<file path="config.mk">
export PLATFORM = sky130hd
export DESIGN_NAME = ci_cmd_sender
export DESIGN_NICKNAME = d
export VERILOG_FILES = /design/src/rtl/ci_cmd_sender_pkg.sv /design/src/rtl/ci_uart_tx_ser.sv /design/src/rtl/ci_cmd_sender.sv
export SDC_FILE = /design/constraint.sdc
export NUM_CORES = 1
export LEC_CHECK = 0
export CORE_MARGIN = 2
export CORE_UTILIZATION = 41
export CTS_CLUSTER_DIAMETER = 80
export DETAILED_ROUTE_END_ITERATION = 16
export PLACE_DENSITY = 0.58
export SLEW_MARGIN = 20
export SYNTH_ARGS = -nofsm -noshare
export SYNTH_HDL_FRONTEND = slang
export SYNTH_SLANG_ARGS = --single-unit
</file>
<file path="constraint.sdc">
create_clock -name clk -period 5.6 [get_ports clk]
set_input_delay 0.56 -clock clk [delete_from_list [all_inputs] [get_ports clk]]
set_output_delay 0.56 -clock clk [all_outputs]
set_load 0.02 [all_outputs]
</file>
<file path="src/rtl/ci_cmd_sender_pkg.sv">
// Shared definitions for the board-controller command sender: FSM encoding,
// guard byte and controller opcodes.
package ci_cmd_sender_pkg;

  typedef enum logic [1:0] {IDLE, GUARD, CMD, GAP} state_e;

  localparam logic [7:0] GUARD_BYTE = 8'hFF;

  localparam logic [2:0] CLK_OFF   = 3'd0;
  localparam logic [2:0] CLK_ON    = 3'd1;
  localparam logic [2:0] RST_PULSE = 3'd2;
  localparam logic [2:0] RST_OFF   = 3'd3;
  localparam logic [2:0] TX_SOC    = 3'd4;
  localparam logic [2:0] TX_CTRL   = 3'd5;
  localparam logic [2:0] RX_ON     = 3'd6;
  localparam logic [2:0] RX_OFF    = 3'd7;

  function automatic logic [7:0] cmd_byte(input logic [2:0] code);
    return {5'b0, code};
  endfunction

endpackage

</file>
<file path="src/rtl/ci_uart_tx_ser.sv">
// 8N1 serializer: start pulse loads a byte, line goes low on the next edge,
// done marks the final cycle of the stop bit.
module ci_uart_tx_ser #(
  parameter int BIT_CYCLES = 10
) (
  input  logic       clk,
  input  logic       reset,
  input  logic       start,
  input  logic [7:0] data,
  output logic       txd,
  output logic       busy,
  output logic       done
);
  localparam int CW = (BIT_CYCLES > 1) ? $clog2(BIT_CYCLES) : 1;

  logic [CW-1:0] cnt_q, cnt_d;
  logic [3:0]    idx_q, idx_d;
  logic [9:0]    sh_q, sh_d;
  logic          busy_q, busy_d;
  logic          bit_end;

  assign bit_end = (cnt_q == CW'(BIT_CYCLES - 1));
  assign done    = busy_q && bit_end && (idx_q == 4'd9);
  assign busy    = busy_q;
  assign txd     = busy_q ? sh_q[0] : 1'b1;

  always_comb begin
    cnt_d  = cnt_q;
    idx_d  = idx_q;
    sh_d   = sh_q;
    busy_d = busy_q;
    if (start && !busy_q) begin
      // stop, data LSB first, start -- shifted out from bit 0
      sh_d   = {1'b1, data, 1'b0};
      cnt_d  = '0;
      idx_d  = '0;
      busy_d = 1'b1;
    end else if (busy_q) begin
      if (bit_end) begin
        cnt_d = '0;
        sh_d  = {1'b1, sh_q[9:1]};
        if (idx_q == 4'd9) busy_d = 1'b0;
        else               idx_d  = idx_q + 4'd1;
      end else begin
        cnt_d = cnt_q + CW'(1);
      end
    end
  end

  always_ff @(posedge clk) begin
    if (reset) begin
      cnt_q  <= '0;
      idx_q  <= '0;
      sh_q   <= '1;
      busy_q <= 1'b0;
    end else begin
      cnt_q  <= cnt_d;
      idx_q  <= idx_d;
      sh_q   <= sh_d;
      busy_q <= busy_d;
    end
  end

endmodule

</file>
<file path="src/rtl/ci_cmd_sender.sv">
// Queues controller opcodes in a 4-deep FIFO and sends each as a UART byte,
// inserting a 0xFF guard byte after reset or before a repeated byte.
module ci_cmd_sender
  import ci_cmd_sender_pkg::*;
#(
  parameter int CLK_HZ   = 27000000,
  parameter int BIT_RATE = 9600,
  parameter int GAP_BITS = 1
) (
  input  logic       clk,
  input  logic       reset,
  input  logic       cmd_valid,
  input  logic [2:0] cmd_code,
  output logic       cmd_ready,
  output logic       uart_tx,
  output logic       busy,
  output logic [2:0] fifo_level,
  output logic       sent
);
  localparam int BIT_CYCLES = CLK_HZ / BIT_RATE;
  localparam int GAP_CYC    = GAP_BITS * BIT_CYCLES;
  localparam int GW         = (GAP_CYC > 1) ? $clog2(GAP_CYC) : 1;

  logic [3:0][2:0] mem_q, mem_d;
  logic [1:0]      wr_q, wr_d, rd_q, rd_d;
  logic [2:0]      lvl_q, lvl_d;
  logic            push, pop;
  logic [7:0]      head;

  state_e          state_q, state_d;
  logic [7:0]      cmd_q, cmd_d, last_q, last_d;
  logic            first_q, first_d;
  logic            pend_q, pend_d;
  logic [GW-1:0]   gap_q, gap_d;

  logic            ser_start, ser_busy, ser_done;
  logic [7:0]      ser_data;

  assign cmd_ready  = (lvl_q != 3'd4);
  assign push       = cmd_valid && cmd_ready;
  assign fifo_level = lvl_q;
  assign head       = cmd_byte(mem_q[rd_q]);
  assign busy       = (lvl_q != 3'd0) || (state_q != IDLE);

  always_comb begin
    mem_d = mem_q;
    wr_d  = wr_q;
    rd_d  = rd_q;
    lvl_d = lvl_q;
    if (push) begin
      mem_d[wr_q] = cmd_code;
      wr_d        = wr_q + 2'd1;
    end
    if (pop) rd_d = rd_q + 2'd1;
    case ({push, pop})
      2'b10:   lvl_d = lvl_q + 3'd1;
      2'b01:   lvl_d = lvl_q - 3'd1;
      default: lvl_d = lvl_q;
    endcase
  end

  always_comb begin
    state_d   = state_q;
    cmd_d     = cmd_q;
    last_d    = last_q;
    first_d   = first_q;
    pend_d    = pend_q;
    gap_d     = gap_q;
    pop       = 1'b0;
    ser_start = 1'b0;
    ser_data  = cmd_q;
    sent      = 1'b0;
    case (state_q)
      IDLE: if (lvl_q != 3'd0) begin
        pop       = 1'b1;
        cmd_d     = head;
        ser_start = 1'b1;
        if (first_q || head == last_q) begin
          state_d  = GUARD;
          ser_data = GUARD_BYTE;
        end else begin
          state_d  = CMD;
          ser_data = head;
        end
      end
      GUARD: if (ser_done) begin
        last_d  = GUARD_BYTE;
        first_d = 1'b0;
        pend_d  = 1'b1;
        gap_d   = '0;
        state_d = GAP;
      end
      CMD: if (ser_done) begin
        last_d  = cmd_q;
        sent    = 1'b1;
        pend_d  = 1'b0;
        gap_d   = '0;
        state_d = GAP;
      end
      GAP: begin
        if (gap_q == GW'(GAP_CYC - 1)) begin
          // a guarded command launches straight from the gap's last cycle
          if (pend_q) begin
            state_d   = CMD;
            ser_start = 1'b1;
          end else begin
            state_d = IDLE;
          end
        end else begin
          gap_d = gap_q + GW'(1);
        end
      end
      default: state_d = IDLE;
    endcase
  end

  always_ff @(posedge clk) begin
    if (reset) begin
      mem_q   <= '0;
      wr_q    <= '0;
      rd_q    <= '0;
      lvl_q   <= '0;
      state_q <= IDLE;
      cmd_q   <= '0;
      last_q  <= GUARD_BYTE;
      first_q <= 1'b1;
      pend_q  <= 1'b0;
      gap_q   <= '0;
    end else begin
      mem_q   <= mem_d;
      wr_q    <= wr_d;
      rd_q    <= rd_d;
      lvl_q   <= lvl_d;
      state_q <= state_d;
      cmd_q   <= cmd_d;
      last_q  <= last_d;
      first_q <= first_d;
      pend_q  <= pend_d;
      gap_q   <= gap_d;
    end
  end

  ci_uart_tx_ser #(.BIT_CYCLES(BIT_CYCLES)) u_ser (
    .clk   (clk),
    .reset (reset),
    .start (ser_start),
    .data  (ser_data),
    .txd   (uart_tx),
    .busy  (ser_busy),
    .done  (ser_done)
  );

  logic unused_ser_busy;
  assign unused_ser_busy = ser_busy;

endmodule

</file>
==> results of run 1 <==
[registers in the layout, indices dropped and copies added, names as in the netlist, 2 cells and up]
register	count
cmd_q	3
fifo_level	3
gap_q	12
last_q	4
mem_q	12
rd_q	2
state_q	2
u_ser.cnt_q	12
u_ser.idx_q	4
u_ser.sh_q	9
wr_q	2
[cell usage in the layout (no fill, tap or decap), types with 3 or more instances in the layout]
master	synthesis	routed
a211o_1	4	4
a21oi_1	31	31
a221o_1	4	4
and2_1	3	3
bufinv_16	0	3
clkbuf_8	0	9
clkdlybuf4s50_1	0	12
dfxtp_1	68	68
ha_1	14	14
inv_1	18	18
mux2i_1	7	7
mux4_2	3	3
nand2_1	37	37
nand2b_1	10	10
nand3_1	20	20
nand4_1	7	7
nor2_1	36	36
nor3_1	3	3
o21ai_0	14	14
or3_1	11	11
xnor2_1	7	7
xor2_1	14	14
[synthesized netlist by cell type, types with 2 or more instances]
| master | instances | share of area (%) |
|---|---|---|
| a2bb2oi_1 | 2 | 0.54 |
| mux4_2 | 3 | 2.1 |
| ha_1 | 14 | 5.4 |
| a221o_1 | 4 | 1.2 |
| inv_1 | 18 | 2.1 |
| nor2_1 | 36 | 4.1 |
| nand2b_1 | 10 | 1.9 |
| clkbuf_1 | 9 | 1.0 |
| nand3_1 | 20 | 3.1 |
| nand4_1 | 7 | 1.3 |
| and2_1 | 3 | 0.57 |
| xor2_1 | 14 | 3.8 |
| buf_2 | 2 | 0.31 |
| nand2_1 | 37 | 4.2 |
| nor3_1 | 3 | 0.46 |
| mux2i_1 | 7 | 2.1 |
| o21ai_0 | 14 | 2.1 |
| a21oi_1 | 31 | 4.7 |
| dfxtp_1 | 68 | 42 |
| nor4_1 | 3 | 0.57 |
| a211o_1 | 4 | 1.1 |
| or3_1 | 11 | 2.1 |
| nand4b_1 | 2 | 0.54 |
| and4_1 | 2 | 0.54 |
| xnor2_1 | 7 | 1.9 |
[cells by family (layout without fill, tap and decap cells)]
| kind of cell | count (synthesis) | after routing | synth area share [%] |
|---|---|---|---|
| muxes | 10 | 10 | 4.210 |
| buffers and inverters | 31 | 48 | 3.865 |
| adders and majority gates | 15 | 15 | 5.970 |
| xor gates and xnor gates | 21 | 21 | 5.626 |
| AOI/OAI and AO/OA | 74 | 74 | 15.61 |
| DFF | 68 | 68 | 41.64 |
| and+or+nand+nor | 146 | 146 | 23.08 |
[worst min path at each step]
stage	depth (start not counted)	from	endpoint
after CTS	2	mem_q[9]	mem_q[9]
after global placement	1	u_ser.sh_q[2]	u_ser.sh_q[2]
after detailed placement	2	mem_q[9]	mem_q[9]
after floorplan	2	mem_q[6]	mem_q[6]
final	2	mem_q[9]	mem_q[9]
after global routing	2	mem_q[5]	mem_q[5]
[power by group through the flow]
stage / Combinational, W / Sequential [W] / Clock, W
6_report: 0.000551 / 0.000600 / 0.000496
5_1_grt: 0.000618 / 0.000611 / 0.000535
4_1_cts: 0.000555 / 0.000600 / 0.000511
3_5_place_dp: 0.000550 / 0.000611 / 0
3_3_place_gp: 0.000541 / 0.000608 / 0
2_1_floorplan: 0.000424 / 0.000597 / 0
[critical path, stage by stage, from the launching register on]
cell and delay (ns):
dfxtp_1 0.38, or3b_4 0.44, nor4_4 0.49, and2_2 0.22, clkdlybuf4s50_1 0.60
[metrics by stage]
step,cell area (um^2),worst slack (ns),hold WS [ns],utilization (%)
3_3_place_gp,3480,2.406,0.4418,45.03
3_5_place_dp,3483,2.746,0.4496,45.08
4_1_cts,3731,2.537,0.4616,48.28
6_report,3731,2.563,0.4606,48.28
2_1_floorplan,3269,3.385,0.4331,-
5_1_grt,3731,2.336,0.4856,48.28
[final cells by class]
type	count	area, um^2
Multi-Input combinational cell	266	1792
Inverter	18	67.56
Timing Repair Buffer	14	135.1
Clock inverter	7	123.9
Tap cell	102	127.6
Clock buffer	9	123.9
Fill cell	760	3996
Sequential cell	68	1361
[layer usage]
metal  wire length [um]  up-vias  GRT usage (%)
met3                189        7          4.674
met4                 78        0          5.515
met1               3123     1200          21.41
li1                   -     1311              -
met2               3096       24          25.72
met5                  0        -              0
==> results.md, run 1 <==
- Worst EP required: 5.04 ns
- Pins Over Slew Limit: 0
- Clk_skew: 0.007747 ns
- Clock transition at path regs: 0.08 ns
- Drt pass-1 iters: 4
- DRC viols: 0
- Sequential Power Share: 36.4%
- Dpl cells: 468
- Syn Nets: 386
- Die area: 8704 um^2
- Tmin final: 3.037 ns
- Post-Route WL: 6488 um
- Static leakage: 1.317 nW
- PwrDens: 441.5 nW/um^2
- Routed Antenna Nets: 0
- Worst setup path endpoint: sent
- Int Pwr: 0.001071 W
- Peak Freq: 0.3292 GHz
- Status: complete, no violations
- Relative slew margins: 48.49%
- R2R Setup Slk: 3.13 ns
- Final Non-Filler Cells: 484
- Chip Width: 93.30 um
- Clock latency on the worst-skew pair: 0.35 ns
- Combinational Power Share: 33.5%
- Hold Vio Cnt, Final: 0
- Sw Pwr: 0.0005766 W
- Seq/Total Area, Yosys: 41.64%
- Critical Path Start: u_ser.cnt_q[9]
- First-pass GRT wire length: 11220 um
- Peak VDD IR: 0.0001895 V
- Die H: 93.30 um
- Worst Hold Class: flop to flop
- Io pins: 13
- Vias: 2542
- Detailed Place HPWL: 4519 um
- Initial antenna violation count: 0
- RSZ-0062 raised after global routing: false
- Max-cap violations: 0
- Crit path capture type: output pin
- Arrival @ worst endpoint: 2.48 ns
- Row count: 32
- Average vias per placed instance: 5.252
- Post-CTS Resized: 0
- Clock Tree Root: clkbuf_8
- Port Buffers: 12
- Mapped Avg Cell Area: 8.957 um^2
- Tot Pwr: 0.001647 W
- Vias in the first global route: 2319
- Crit Path Class: flop to output pin
- Final setup fails: 0
- Synth Warn #: 0
- Share of cells above drive strength 1: 9.162%
- DRT iter0 DRCs: 119
- Setup TNS: 0 ns
- Total CTS buffers: 9
- Total global-route track usage: 16.30%
- N_diodes: 0
- Hold-fix buffers at CTS: 0
- Area Overhead vs Synth: 14.12%
- Crit Path Max Fanout: 8
- Sink Count: 68
- Top FF cell, synth: dfxtp_1
- Remaining global-route overflow: 0
- Gp weighted congestion: 0.7387
- Drt wl/cell: 13.40 um
- Worst Tran Pin Value: 0.7680 ns
- R2r endpoint: fifo_level[2]
- Clk network pwr share: 30.1%
- CP Launch Type: flop
- EDFF count, synth: 0
- Final #Nets: 398
- Initial Util: 42.31%
- Post-CTS Setup Bufs: 0
- Sw Ratio: 35.00%
- Deepest clock path buffer count: 2
- R2R depth: 8
- H-tree depth: 3
- Critical R2R Launch: fifo_level[2]
- Core box area: 7727 um^2
- Tcrit/Tclk final: 54.24%
- Flops & latches, synth: 68
- Library cells used by synthesis: 59
- CTS tree: yes
- Ys async rst share: 0%
- Gate Count Post-Synth: 365
- Post-Synthesis Cell Area: 3269 um^2
- Largest net degree at the start of global routing: 41
(Power assumes the default switching activity.)
==> inputs of run 2 (changes only) <==
clock period = 3 ns   (was 5.6 ns; I/O delays follow)
==> results.md, run 2 (synthesized netlist as in run 1, its figures left out) <==
- Clock transition at path regs: 0.07 ns
- Tcrit/Tclk final: 89.44%
- Metal2 WL: 2985 um
- Die area: 8704 um^2
- Post-CTS Setup Bufs: 0
- Deepest clock path buffer count: 2
- Worst Tran Pin Value: 0.7213 ns
- R2r endpoint: gap_q[10]
- Worst path slowest cell: clkdlybuf4s50_1
- Chip Width: 93.30 um
- Tmin final: 2.683 ns
- N_diodes: 0
- Hold Vio Cnt, Final: 0
- First-pass GRT wire length: 11270 um
- Critical path's top delay family: buffers and inverters
- Crit Path Max Fanout: 8
- R2R Setup Slk: 0.64 ns
- Dpl cells: 472
- Total global-route track usage: 16.29%
- Routed wl met3: 156 um
- Crit path capture type: output pin
- # fillers: 746
- Hold-fix buffers at CTS: 0
- Clock latency on the worst-skew pair: 0.34 ns
- Vias in the first global route: 2414
- Worst setup path endpoint: sent
- Row count: 32
- Core box area: 7727 um^2
- Gp weighted congestion: 0.7748
- H-tree depth: 3
- Initial antenna violation count: 0
- Bufs and invs on worst path: 2
- Critical R2R Launch: state_q[0]
- Clk_skew: 0.01125 ns
- Final #Nets: 402
- Worst Hold Class: flop to flop
- Drt wl/cell: 13.02 um
- Crit-path max cell delay: 0.60 ns
- Die H: 93.30 um
- Largest net degree at the start of global routing: 22
- Share of cells above drive strength 1: 9.845%
- DRT iter0 DRCs: 79
- Relative slew margins: 51.63%
- Detailed Place HPWL: 4540 um
- Arrival @ worst endpoint: 2.38 ns
- Clock Tree Root: clkbuf_8
- Footprint of the multi-input gates: 1788 um^2
- Initial Util: 42.31%
- Max-cap violations: 0
- Routed Antenna Nets: 0
- Io pins: 13
- Total CTS buffers: 9
- Commonest non-fill, non-tap cells in the layout: dfxtp_1, nand2_1, nor2_1
- Biggest regs: gap_q x12, mem_q x12, u_ser.cnt_q x12
- Final Non-Filler Cells: 488
- Commonest non-fill, non-tap cell in the layout: dfxtp_1
- CP Launch Type: flop
- Status: complete, no violations
- Static leakage: 1.325 nW
- Post-Route WL: 6356 um
- Drt pass-1 iters: 4
- Worst EP required: 2.70 ns
- R2R depth: 7
- Average vias per placed instance: 5.172
- Sink Count: 68
- RSZ-0062 raised after global routing: false
- CTS tree: yes
- Peak VDD IR: 0.0003747 V
- Worst path depth: 6
- Pins Over Slew Limit: 0
- Vias: 2524
- Critical-path cell list: ha_1, nand4b_1, nor4_4, buf_4, and2_2, clkdlybuf4s50_1
- Remaining global-route overflow: 0
- Port Buffers: 12
- DR top layer: met4
- Crit Path Class: flop to output pin
- Post-CTS Resized: 0
- PwrDens: 792.5 nW/um^2
- Peak Freq: 0.3727 GHz
- Final core utilization: 48.20%
- Sequential cell area: 1361 um^2
- Post-Route M1 WL: 3123 um
- Critical Path Start: u_ser.cnt_q[0]
- DRC viols: 0
- Setup TNS: 0 ns
- Final setup fails: 0
- Area Overhead vs Synth: 13.93%
[run 2: where the power goes]
| group | switching (W) | leakage (nW) | total [W] | internal, W |
|---|---|---|---|---|
| clock network | 0.000346 | 0.109 | 0.000810 | 0.000464 |
| logic | 0.000597 | 0.664 | 0.00103 | 0.000436 |
| registers | 0.0000948 | 0.552 | 0.00111 | 0.00101 |
[run 2: cell type report]
cell class | count | area share, %
Clock inverter | 7 | 2.452
Sequential cell | 68 | 36.55
Clock buffer | 9 | 3.326
Timing Repair Buffer | 18 | 4.434
Multi-Input combinational cell | 266 | 48.00
Tap cell | 102 | 3.426
Inverter | 18 | 1.814
[run 2: worst min-delay path by stage]
stage / slack (ns) / end / from / cells past startpoint
finish: 0.45 / mem_q[3] / mem_q[3] / 2
global route: 0.48 / mem_q[5] / mem_q[5] / 2
CTS: 0.46 / mem_q[3] / mem_q[3] / 2
detailed placement: 0.45 / mem_q[3] / mem_q[3] / 2
global placement: 0.44 / mem_q[4] / mem_q[4] / 2
floorplan: 0.43 / mem_q[6] / mem_q[6] / 2
[run 2: worst min-delay path: stages, from the launching register on]
cell and delay [ns]:
dfxtp_1 0.31, nand2_1 0.05, a21oi_1 0.05
[run 2: per-stage QoR]
step           hold WS, ns  power (W)  instance area [um^2]  worst slack, ns
2_1_floorplan       0.4331   0.001906                  3269           0.7852
3_3_place_gp        0.4426   0.002159                  3510           0.6472
3_5_place_dp        0.4494   0.002172                  3510           0.5953
4_1_cts             0.4590   0.003004                  3725           0.3037
5_1_grt             0.4830   0.003157                  3725           0.1619
6_report            0.4549   0.002952                  3725           0.3168
[run 2: layer usage]
layer  vias to the layer above  track usage, %
met2                        14           26.08
met1                      1182           21.08
li1                       1321               -
met4                         0           5.147
met5                         -               0
met3                         7           4.915
==> inputs of run 3 (changes only) <==
CTS_BUF_LIST = sky130_fd_sc_hd__clkbuf_8   (was not set)
PLACE_DENSITY = 0.62   (was 0.58)
==> results.md, run 3 (synthesized netlist as in run 1, its figures left out) <==
- Status: complete, no violations
- Tmin final: 2.692 ns
- CTS tree: yes
- Hold Crit Endpoint: mem_q[4]
- Chip Width: 93.30 um
- Die area: 8704 um^2
- Initial Util: 42.31%
- Share of cells above drive strength 1: 9.351%
- Worst hold path depth: 2
- Core box area: 7727 um^2
- Final Cell Area: 3705 um^2
- Largest net degree at the start of global routing: 27
- Hold path startpoint: mem_q[4]
- Clock latency on the worst-skew pair: 0.34 ns
- Port Buffers: 12
- Sw Pwr: 0.001030 W
- Post-CTS Setup Bufs: 0
- Initial antenna violation count: 0
- H-tree depth: 3
- Hold_ws: 0.4559 ns
- Commonest non-fill, non-tap cell in the layout: dfxtp_1
- Final Non-Filler Cells: 487
- R2R depth: 8
- Drt pass-1 iters: 5
- Drt wl/cell: 12.93 um
- Worst EP required: 2.70 ns
- Tcrit/Tclk final: 89.74%
- Commonest non-fill, non-tap cells in the layout: dfxtp_1, nand2_1, nor2_1
- N_diodes: 0
- Total global-route track usage: 15.83%
- Io pins: 13
- CP Launch Type: flop
- First-pass GRT wire length: 10980 um
- Static leakage: 1.318 nW
- Area Overhead vs Synth: 13.32%
- Routed Antenna Nets: 0
- R2r endpoint: fifo_level[2]
- Sequential Power Share: 38.1%
- DRC viols: 0
- Setup TNS: 0 ns
- Peak VDD IR: 0.0002875 V
- Crit path capture type: output pin
- Average vias per placed instance: 5.214
- Max-cap violations: 0
- Worst Hold Class: flop to flop
- Footprint of the multi-input gates: 1788 um^2
- Hold-fix buffers at CTS: 0
- Vias in the first global route: 2325
- DRT iter0 DRCs: 130
- Peak Freq: 0.3715 GHz
- Critical R2R Launch: fifo_level[2]
- Clock Tree Root: clkbuf_8
- # fillers: 741
- Relative slew margins: 50.48%
- Placed Area: 3502 um^2
- Crit Path Class: flop to output pin
- Dpl cells: 471
- Final #Nets: 401
- PwrDens: 782.9 nW/um^2
- Pins Over Slew Limit: 0
- Vias: 2539
- Deepest clock path buffer count: 2
- Detailed Place HPWL: 4483 um
- Clk_skew: 0.009513 ns
- Post-Route WL: 6298 um
- R2R Setup Slk: 0.62 ns
- Total CTS buffers: 9
- Sw Ratio: 35.50%
- Gp weighted congestion: 0.7329
- Post-CTS Resized: 0
- Worst Tran Pin Value: 0.7384 ns
- Row count: 32
- RSZ-0062 raised after global routing: false
- Sequential cell area: 1361 um^2
- Arrival @ worst endpoint: 2.39 ns
- Int Pwr: 0.001871 W
- Die H: 93.30 um
- Combinational Power Share: 35.7%
- Final setup fails: 0
- Crit Path Max Fanout: 8
- Tot Pwr: 0.002900 W
- Clock transition at path regs: 0.07 ns
- Remaining global-route overflow: 0
- Biggest regs: gap_q x12, mem_q x12, u_ser.cnt_q x12
- Hold Vio Cnt, Final: 0
- Clk network pwr share: 26.2%
- Sink Count: 68
## run 3: changes by cell type in the layout (fill, tap and decap cells not counted), sizes merged
cell	before	now
buf	6	5
bufinv	2	1
clkinv	4	2
clkbuf	9	11
inv	18	19
## run 3: how the worst max path moves through the flow
stage                         startpoint             to  slack [ns]
final                     u_ser.cnt_q[0]           sent        0.31
after global routing      u_ser.cnt_q[0]           sent        0.13
after CTS                 u_ser.cnt_q[0]           sent        0.31
after detailed placement   fifo_level[2]  fifo_level[2]        0.64
after global placement     fifo_level[2]  fifo_level[2]        0.67
after floorplan            fifo_level[0]  fifo_level[2]        0.79
## run 3: layout make-up
type,instances,area share (%)
Multi-Input combinational cell,266,48.26
Sequential cell,68,36.74
Timing Repair Buffer,17,4.255
Clock buffer,11,4.086
Tap cell,102,3.445
Inverter,18,1.824
Clock inverter,5,1.385
## run 3: layer usage
metal / GRT usage (%) / wire, um / vias up
met5: 0 / 0 / -
met1: 21.48 / 3144 / 1196
li1: - / - / 1313
met2: 24.22 / 2928 / 22
met4: 6.250 / 80 / 0
met3: 3.868 / 145 / 8
## run 3: worst max-delay path: stages (launching register included)
cell	delay [ns]
dfxtp_1	0.37
ha_1	0.21
nand4b_1	0.26
nor4_4	0.28
buf_4	0.19
and2_2	0.15
clkdlybuf4s50_1	0.59
## run 3: power by group through the flow
stage / Combinational, W / Sequential, W / Clock, W
3_3_place_gp: 0.00102 / 0.00112 / 0
3_5_place_dp: 0.00104 / 0.00113 / 0
4_1_cts: 0.00105 / 0.00111 / 0.000786
2_1_floorplan: 0.000792 / 0.00111 / 0
5_1_grt: 0.00116 / 0.00113 / 0.000833
6_report: 0.00104 / 0.00110 / 0.000760
## run 3: per-stage QoR
stage / utilization (%) / worst slack [ns]
after floorplan: - / 0.7852
after global placement: 45.32 / 0.6675
after detailed placement: 45.32 / 0.6376
after CTS: 47.94 / 0.3067
after global routing: 47.94 / 0.1275
final: 47.94 / 0.3079
